### src/rtl/framebuffer_reader.sv
// framebuffer_reader
//   Avalon-MM pipelined read master. Fetches a contiguous block of 32-bit
//   words from SDRAM and streams them through a show-ahead output FIFO to
//   the scanout / readback consumer. Runs entirely in the clk domain.
//
//   Flow control: a read is only issued when the FIFO can absorb every word
//   already in flight plus the new one, and the number of outstanding reads
//   stays at or below MAX_PENDING. The FIFO therefore cannot overflow.
//
// Parameters
//   ADDR_W       byte-address width of the master port
//   CNT_W        width of the word-count register
//   FIFO_DEPTH   output FIFO entries (power of two, >= 4)
//   MAX_PENDING  cap on outstanding reads (<= FIFO_DEPTH)
//
// Ports
//   clk, rst_n                system clock, asynchronous active-low reset
//   start                     one-cycle pulse, latches base_addr/word_count
//   base_addr, word_count     transfer base (bits [1:0] ignored) and length
//   busy, done                transfer in progress / end-of-transfer pulse
//   master_*                  Avalon-MM pipelined read master
//   out_data, out_valid,
//   out_ready                 FIFO head, not-empty flag, consumer accept
//
// Optional build macro
//   FRAMEBUFFER_READER_UNDERFLOW_CNT_EN adds underflow_count[15:0]: saturating
//   count of busy cycles where the consumer was ready but the FIFO was empty.
//   Cleared on start acceptance and on reset.

module framebuffer_reader #(
   parameter int unsigned ADDR_W      = 32,
   parameter int unsigned CNT_W       = 20,
   parameter int unsigned FIFO_DEPTH  = 64,
   parameter int unsigned MAX_PENDING = 16
) (
   input  logic              clk,
   input  logic              rst_n,
   input  logic              start,
   input  logic [ADDR_W-1:0] base_addr,
   input  logic [CNT_W-1:0]  word_count,
   output logic              busy,
   output logic              done,
   output logic [ADDR_W-1:0] master_address,
   output logic              master_read,
   input  logic              master_wait_request,
   input  logic [31:0]       master_read_data,
   input  logic              master_read_data_valid,
   output logic [31:0]       out_data,
   output logic              out_valid,
   input  logic              out_ready
`ifdef FRAMEBUFFER_READER_UNDERFLOW_CNT_EN
   ,
   output logic [15:0]       underflow_count
`endif
);

   localparam int unsigned PTR_W  = $clog2(FIFO_DEPTH);
   localparam int unsigned FCNT_W = PTR_W + 1;
   localparam int unsigned PEND_W = $clog2(MAX_PENDING + 1);

   typedef enum logic [1:0] {
      IDLE  = 2'd0,
      ISSUE = 2'd1,
      DRAIN = 2'd2
   } state_t;

   state_t             state;
   logic [ADDR_W-1:0]  addr_q;
   logic [CNT_W-1:0]   issue_left;
   logic [CNT_W-1:0]   recv_left;
   logic [PEND_W-1:0]  pending;

   logic [31:0]        mem [FIFO_DEPTH];
   logic [PTR_W-1:0]   wr_ptr;
   logic [PTR_W-1:0]   rd_ptr;
   logic [FCNT_W-1:0]  fifo_count;

   logic [31:0]        inflight;
   logic               credit_ok;
   logic               accept;
   logic               rd_ok;
   logic               push;
   logic               pop;
   logic               last_pop;
   logic               unused_addr_lsbs;

   // Alignment bits of base_addr are deliberately discarded.
   assign unused_addr_lsbs = &{1'b0, base_addr[1:0]};

   // Credit is derived from registered state only, so read_data_valid has no
   // combinational path to master_read. Within a stall credit can only grow
   // (returns move words from pending into the FIFO, pops free slots), so
   // master_read and master_address stay stable while wait_request is high.
   always_comb begin
      inflight  = 32'(fifo_count) + 32'(pending);
      credit_ok = (inflight < FIFO_DEPTH) && (32'(pending) < MAX_PENDING);
   end

   assign master_read    = (state == ISSUE) && (issue_left != '0) && credit_ok;
   assign master_address = addr_q;
   assign accept         = master_read && !master_wait_request;

   // Returned beats outside a transfer or with nothing outstanding are dropped.
   assign rd_ok = master_read_data_valid && (state != IDLE) && (pending != '0);
   assign push  = rd_ok;

   assign out_valid = (fifo_count != '0);
   assign out_data  = out_valid ? mem[rd_ptr] : '0;
   assign pop       = out_valid && out_ready;

   // The last word has arrived (recv_left==0) and is leaving an otherwise
   // empty FIFO.
   assign last_pop = (state == DRAIN) && (recv_left == '0) && pop &&
                     (fifo_count == FCNT_W'(1)) && !push;

   // Control FSM
   always_ff @(posedge clk or negedge rst_n) begin
      if (!rst_n) begin
         state      <= IDLE;
         addr_q     <= '0;
         issue_left <= '0;
         recv_left  <= '0;
         pending    <= '0;
         busy       <= 1'b0;
         done       <= 1'b0;
      end else begin
         done <= 1'b0;

         case ({accept, rd_ok})
            2'b10:   pending <= pending + PEND_W'(1);
            2'b01:   pending <= pending - PEND_W'(1);
            default: pending <= pending;
         endcase

         if (rd_ok) begin
            recv_left <= recv_left - CNT_W'(1);
         end

         case (state)
            IDLE: begin
               if (start) begin
                  if (word_count != '0) begin
                     addr_q     <= {base_addr[ADDR_W-1:2], 2'b00};
                     issue_left <= word_count;
                     recv_left  <= word_count;
                     busy       <= 1'b1;
                     state      <= ISSUE;
                  end else begin
                     done <= 1'b1;
                  end
               end
            end

            ISSUE: begin
               if (accept) begin
                  addr_q     <= addr_q + ADDR_W'(4);
                  issue_left <= issue_left - CNT_W'(1);
                  if (issue_left == CNT_W'(1)) begin
                     state <= DRAIN;
                  end
               end
            end

            DRAIN: begin
               if (last_pop) begin
                  done  <= 1'b1;
                  busy  <= 1'b0;
                  state <= IDLE;
               end
            end

            default: begin
               state <= IDLE;
               busy  <= 1'b0;
            end
         endcase
      end
   end

   // FIFO storage (no reset needed: out_data is masked while empty)
   always_ff @(posedge clk) begin
      if (push) begin
         mem[wr_ptr] <= master_read_data;
      end
   end

   // FIFO pointers and occupancy
   always_ff @(posedge clk or negedge rst_n) begin
      if (!rst_n) begin
         wr_ptr     <= '0;
         rd_ptr     <= '0;
         fifo_count <= '0;
      end else begin
         if (push) begin
            wr_ptr <= wr_ptr + PTR_W'(1);
         end
         if (pop) begin
            rd_ptr <= rd_ptr + PTR_W'(1);
         end
         case ({push, pop})
            2'b10:   fifo_count <= fifo_count + FCNT_W'(1);
            2'b01:   fifo_count <= fifo_count - FCNT_W'(1);
            default: fifo_count <= fifo_count;
         endcase
      end
   end

`ifdef FRAMEBUFFER_READER_UNDERFLOW_CNT_EN
   // Consumer starvation counter, saturating at all-ones.
   always_ff @(posedge clk or negedge rst_n) begin
      if (!rst_n) begin
         underflow_count <= '0;
      end else if ((state == IDLE) && start) begin
         underflow_count <= '0;
      end else if (busy && out_ready && !out_valid && (underflow_count != '1)) begin
         underflow_count <= underflow_count + 16'd1;
      end
   end
`endif

endmodule

### config.mk
export PLATFORM = sky130hd
export DESIGN_NAME = framebuffer_reader
export DESIGN_NICKNAME = d
export VERILOG_FILES = /design/src/rtl/framebuffer_reader.sv
export SDC_FILE = /design/constraint.sdc
export NUM_CORES = 2
export LEC_CHECK = 0
export CAP_MARGIN = 0
export CORE_ASPECT_RATIO = 0.75
export CORE_MARGIN = 2
export CORE_UTILIZATION = 55
export DETAILED_ROUTE_END_ITERATION = 12
export GPL_TIMING_DRIVEN = 0
export HOLD_SLACK_MARGIN = 0.02
export PLACE_DENSITY = 0.72
export SYNTH_ARGS = -nofsm -noshare
export SYNTH_HDL_FRONTEND = slang
export SYNTH_SLANG_ARGS = --single-unit
export TNS_END_PERCENT = 50
### constraint.sdc
create_clock -name clk -period 6.2 [get_ports clk]
set_input_delay 0.62 -clock clk [delete_from_list [all_inputs] [get_ports clk]]
set_output_delay 0.62 -clock clk [all_outputs]
set_load 0.005 [all_outputs]
After elaboration in Yosys (flattened, before gate mapping)
Memory sizes are Yosys's and may differ from the RTL's.
Index checks and enable logic that the tools add are counted.
Widths: inputs -> output; s select.
{ "word_totals": {"register_bits": 100, "latchBits": 0, "ramBits": 2048, "romBits": 0, "inputBits": 90, "out_inout_bits": 68, "word_cells": 94, "memories": 1} }
{ "op_classes": {"addsub": 10, "multipliers": 0, "div_mod_pow": 0, "order_cmp": 2, "n_eq_ne": 13, "shift": 0, "n_mux": 31, "n_bitwise": 1, "reduce_logical": 26} }
{ "mem_list": {"columns": ["name", "depth", "width", "read_ports", "rd_ports_with_merged_regs", "wr", "line_no", "rtl"], "rows": [
  ["mem", 64, 32, 1, 0, 1, "73", "logic [31:0] mem [FIFO_DEPTH];"]
]} }
{ "ops": {"columns": ["op", "n"], "rows": [
  ["$mux 20", 7],
  ["$mux 32", 4],
  ["$pmux 32 s2", 1],
  ["$pmux 20 s2", 1],
  ["$reduce_bool 20->1", 2],
  ["$sub 20x1->20 const B", 2],
  ["$add 32x3->32 const B", 1],
  ["$eq 20x1->1 const B", 1],
  ["$logic_not 20->1", 1],
  ["$pmux 7 s2", 1],
  ["$add 6x1->6 const B", 2],
  ["$logic_and 1x1->1", 11],
  ["$mux 2", 5],
  ["$pmux 5 s2", 1],
  ["$add 7x5->8", 1],
  ["$lt 8x7->1 const B", 1],
  ["$mux 1", 8],
  ["$ne 2x2->1 const B", 4],
  ["$reduce_and 4->1", 2],
  ["$reduce_bool 2->1", 4],
  ["$add 7x1->7 const B", 1],
  ["$eq 7x1->1 const B", 1],
  ["$reduce_bool 7->1", 1],
  ["$sub 7x1->7 const B", 1],
  ["other kinds (14)", 19]
]} }

Depth between registers and ports, before layout
{ "logic_depth": {"depth_word": 7, "mapped_depth": 16, "depth_no_buf": 15} }

Least setup slack after synthesis
Ideal clock, no wire load.
{ "synth_timing": {"kind": "input -> register", "from": "input port master_read_data_valid", "to": "memory mem[62][0], enable pin", "t_arrival_ns": 3.040, "t_required_ns": 5.779, "slack_ns": 2.739, "stages": 6, "path_cell_list": "o21a_1 > o21a_1 > buf_2 > clkbuf_1 > nand4b_1 > nor2_1"} }
{ "synth_between": {"elab_chain_cells": 4} }
{ "synth_rtl": {"columns": ["element", "line_no", "rtl"], "rows": [
  ["start, declared", "47", "input logic master_read_data_valid,"],
  ["$logic_and 1x1->1 (2 in a row)", "104", "assign rd_ok = master_read_data_valid && (state != IDLE) && (pending != '0);"],
  ["named net push", "82", "logic push;"],
  ["$mux 1", "182", "if (push) begin"],
  ["$mux 1 (not written as such)", "183", "mem[wr_ptr] <= master_read_data;"],
  ["end, declared", "73", null]
]} }
The timed path passes the listed nets, and every way through them passes these cells.

Worst setup path after layout
{ "layout_timing": {"from": "register rd_ptr[4]", "to": "output port out_data[2]"} }
{ "layout_between": {"elab_chain_cells": 2} }
{ "layout_rtl": {"columns": ["element", "line_no", "rtl"], "rows": [
  ["start, declared", "75", "logic [PTR_W-1:0] rd_ptr;"],
  ["start signal, assigned", "198", "rd_ptr <= rd_ptr + PTR_W'(1);"],
  ["$mem_v2 64x32", null, null],
  ["$mux 32", "108", "assign out_data = out_valid ? mem[rd_ptr] : '0;"],
  ["end, declared", "48", "output logic [31:0] out_data,"]
]} }
No other way between the ends.

==> impl_metrics.ini <==
[placement]
port_buffers = 153
place_area_mm2 = 0.0916
dp_slack_ps = 260
dp.cells = 6434
hpwl_mm = 194
finalWeightedCongestion = 0.971

[grt]
grt_antenna_before_repair = 15
grtUsageTotal_pct = 37.4
grt_pass1_vias = 46600
grt_max_degree = 61
grt.overflow.total = 0
grt_first_pass_wirelength_mm = 389

[worst_hold_path]
min_path_type = input pin to flip-flop
hold_depth = 1
min_to = mem[38][5]$_DFFE_PP_
min_from = master_read_data[5]

[sta]
finalCritPeriodShare_pct = 107
finalWorstSetupSlack_ps = -455
skew_ps = 35.8
max_freq_mhz = 150
period_minus_slack_ps = 6660
slew_viol_final = 78
setup_viol = 16
hold_ws_ps = 60.8
worst_slew_pin_slew_ps = 1600
rsz0062_at_grt = yes
relSlewSlack_pct = -6.69
finalHoldViolCount = 0

[finish]
drive_gt1_share_pct = 23.8
finalNonFillerCells = 6803
stdcell_area_mm2 = 0.0978
num-nets-final = 4721
area_growth_pct = 16.3

[die]
io-pin-count = 158
die_h_um = 343
dieArea_mm2 = 0.156
row_count = 124
initial_core_util_pct = 55.3
die_x_um = 455
core_mm2 = 0.152

[setup_path]
critPathLaunchType = flip-flop
required_ps = 5580
critPathMaxFanout = 10
end_kind = output port
r2r_setup_slack_ps = 1250
path_class = flip-flop to output port
reg2regPathDepth = 7
reg2reg_to = mem[22][22]$_DFFE_PP_
r2r-start = state[0]$_DFFE_PN0P_
cp.arrival_ps = 6040

[yosys]
yosysMostFrequentCell = edfxtp_1
synth_commonest_cells = edfxtp_1 (2,048), mux4_2 (449), mux2i_1 (231)
syn_area_mm2 = 0.0840
avgSynthCellArea_um2 = 20.4
synth-edff-count = 2048
yosysUniqueCellTypes = 75
synth_top_area_share_pct = 73.2
seq_area_frac_synth_pct = 76.1
ys_async_sr_fraction_pct = 4.57
synth_area_leaders = edfxtp_1 (73%), mux4_2 (12%), dfrtp_1 (2.9%)
yosysTopAreaCell = edfxtp_1
synth_seq_cells = 2146
syn_inst = 4120
synthFlopType = edfxtp_1
synth_warnings = 0

[clock_tree]
cts-root-buf = clkbuf_16
clock_latency_ps = 860
cts_sinks = 2146
cts-htree-levels = 4
clock_path_buffers = 3
path_clk_slew_ps = 60
cts_buffers = 190
cts_setup_buffers = 0
cts_tree = done

[flow_run]
drv_cap = 9

[route]
first_iter_violations = 10500
drt_pass1_iterations = 13
avgRoutedWirePerCell_um = 42.6
wirelength_mm = 290
ant_nets = 0
vias = 49700
vias_per_cell = 7.30
drc = 0

[pwr]
p_leak_nw = 31.5
switching_share_pct = 35.7
power_frac_seq_pct = 37.9
p_comb_share_pct = 35.3
power_density_mw_per_mm2 = 453
intPower_w = 0.0285
switching_power_w = 0.0158
clockPowerShare_pct = 26.8
ir_drop_v = 0.000435

[status]
outcome = finished, violations left
violations = max-capacitance violations, max-slew violations, negative setup slack
## placed cells by master (no fill, tap or decap), types with 87 or more instances in the layout
master           count
o21ai_0             87
buf_12              90
edfxtp_1          2048
nand2_1            130
clkdlybuf4s50_1    120
mux2i_1            231
buf_2              116
mux4_2             449
dfrtp_1             98
a21oi_1            139
clkbuf_16          199
clkbuf_1           117
## through the flow
stage / total power, W / TNS, ps / utilization, %
after floorplan: 0.0247 / 0 / -
after global placement: 0.0313 / -1264600 / 57.9
after detailed placement: 0.0318 / 0 / 60.2
after CTS: 0.0434 / 0 / 64.3
after global routing: 0.0448 / -49.8 / 64.3
final: 0.0443 / -2630 / 64.3
## kinds of logic after synthesis
kind of cell               after synthesis  synth area share, %
xor gates and xnor gates                41                0.427
and+or+nand+nor                        438                 2.47
other                                    1              0.00446
DFF                                   2146                 76.1
AOI/OAI and AO/OA                      540                 4.28
buffers and inverters                  251                 1.59
adders and majority gates               19                0.292
muxes                                  684                 14.8
## layer usage
metal	track usage, %	up-vias	part of all wire (%)
met5	4.42	-	0.35
met4	17.5	34	6.1
met3	20.1	1092	19
met2	50.1	5062	41
met1	49.9	25300	34
li1	-	18200	-
## worst max path at each step
stage / startpoint / to / cells after the start
5_1_grt: fifo_count[0]$_DFFE_PN0P_ / out_data[22] / 11
3_3_place_gp: master_read_data_valid / mem[38][3]$_DFFE_PP_ / 7
4_1_cts: fifo_count[0]$_DFFE_PN0P_ / out_data[31] / 11
3_5_place_dp: fifo_count[0]$_DFFE_PN0P_ / out_data[0] / 10
6_report: rd_ptr[4]$_DFFE_PN0P_ / out_data[2] / 8
2_1_floorplan: master_read_data_valid / mem[62][0]$_DFFE_PP_ / 6
## final cells by class
| cell class | count | area (µm²) |
|---|---|---|
| fillers | 9901 | 54300 |
| well taps | 2016 | 2520 |
| multi-input cells | 1724 | 19300 |
| clock inverters | 110 | 943 |
| diodes | 17 | 42.5 |
| plain buffers | 233 | 1280 |
| inverters | 18 | 67.6 |
| repair buffers | 299 | 4540 |
| clock buffers | 240 | 5140 |
| flip-flops and latches | 2146 | 64000 |
## what timing repair did
action | CTS | global route
resized for setup | 6 | 2
hold endpoints to repair | 48 | 0
hold buffers | 2 | 0
endpoints found under the setup margin | 3 | 4
## power by group through the flow
stage | logic [W] | clock network [W] | registers (W)
6_report | 0.0157 | 0.0119 | 0.0168
5_1_grt | 0.0156 | 0.0124 | 0.0168
4_1_cts | 0.0148 | 0.0118 | 0.0168
3_5_place_dp | 0.0147 | 0 | 0.0171
3_3_place_gp | 0.0141 | 0 | 0.0172
2_1_floorplan | 0.00770 | 0 | 0.0170
## registers in the layout (all words and copies together) (netlist names)
register / count
done: 1
master_address: 30
issue_left: 20
recv_left: 20
state: 2
pending: 5
fifo_count: 7
mem: 2048
busy: 1
wr_ptr: 6
rd_ptr: 6
## critical path, cell delays in order, from the launching register on
cell and delay [ps]:
dfrtp_1 340, clkbuf_1 490, clkbuf_1 1080, clkbuf_1 950
o221ai_1 440, a21oi_1 800, nand2_1 150, a32o_1 420
clkdlybuf4s50_1 490
No activity file was read; power rests on OpenSTA's default activity.
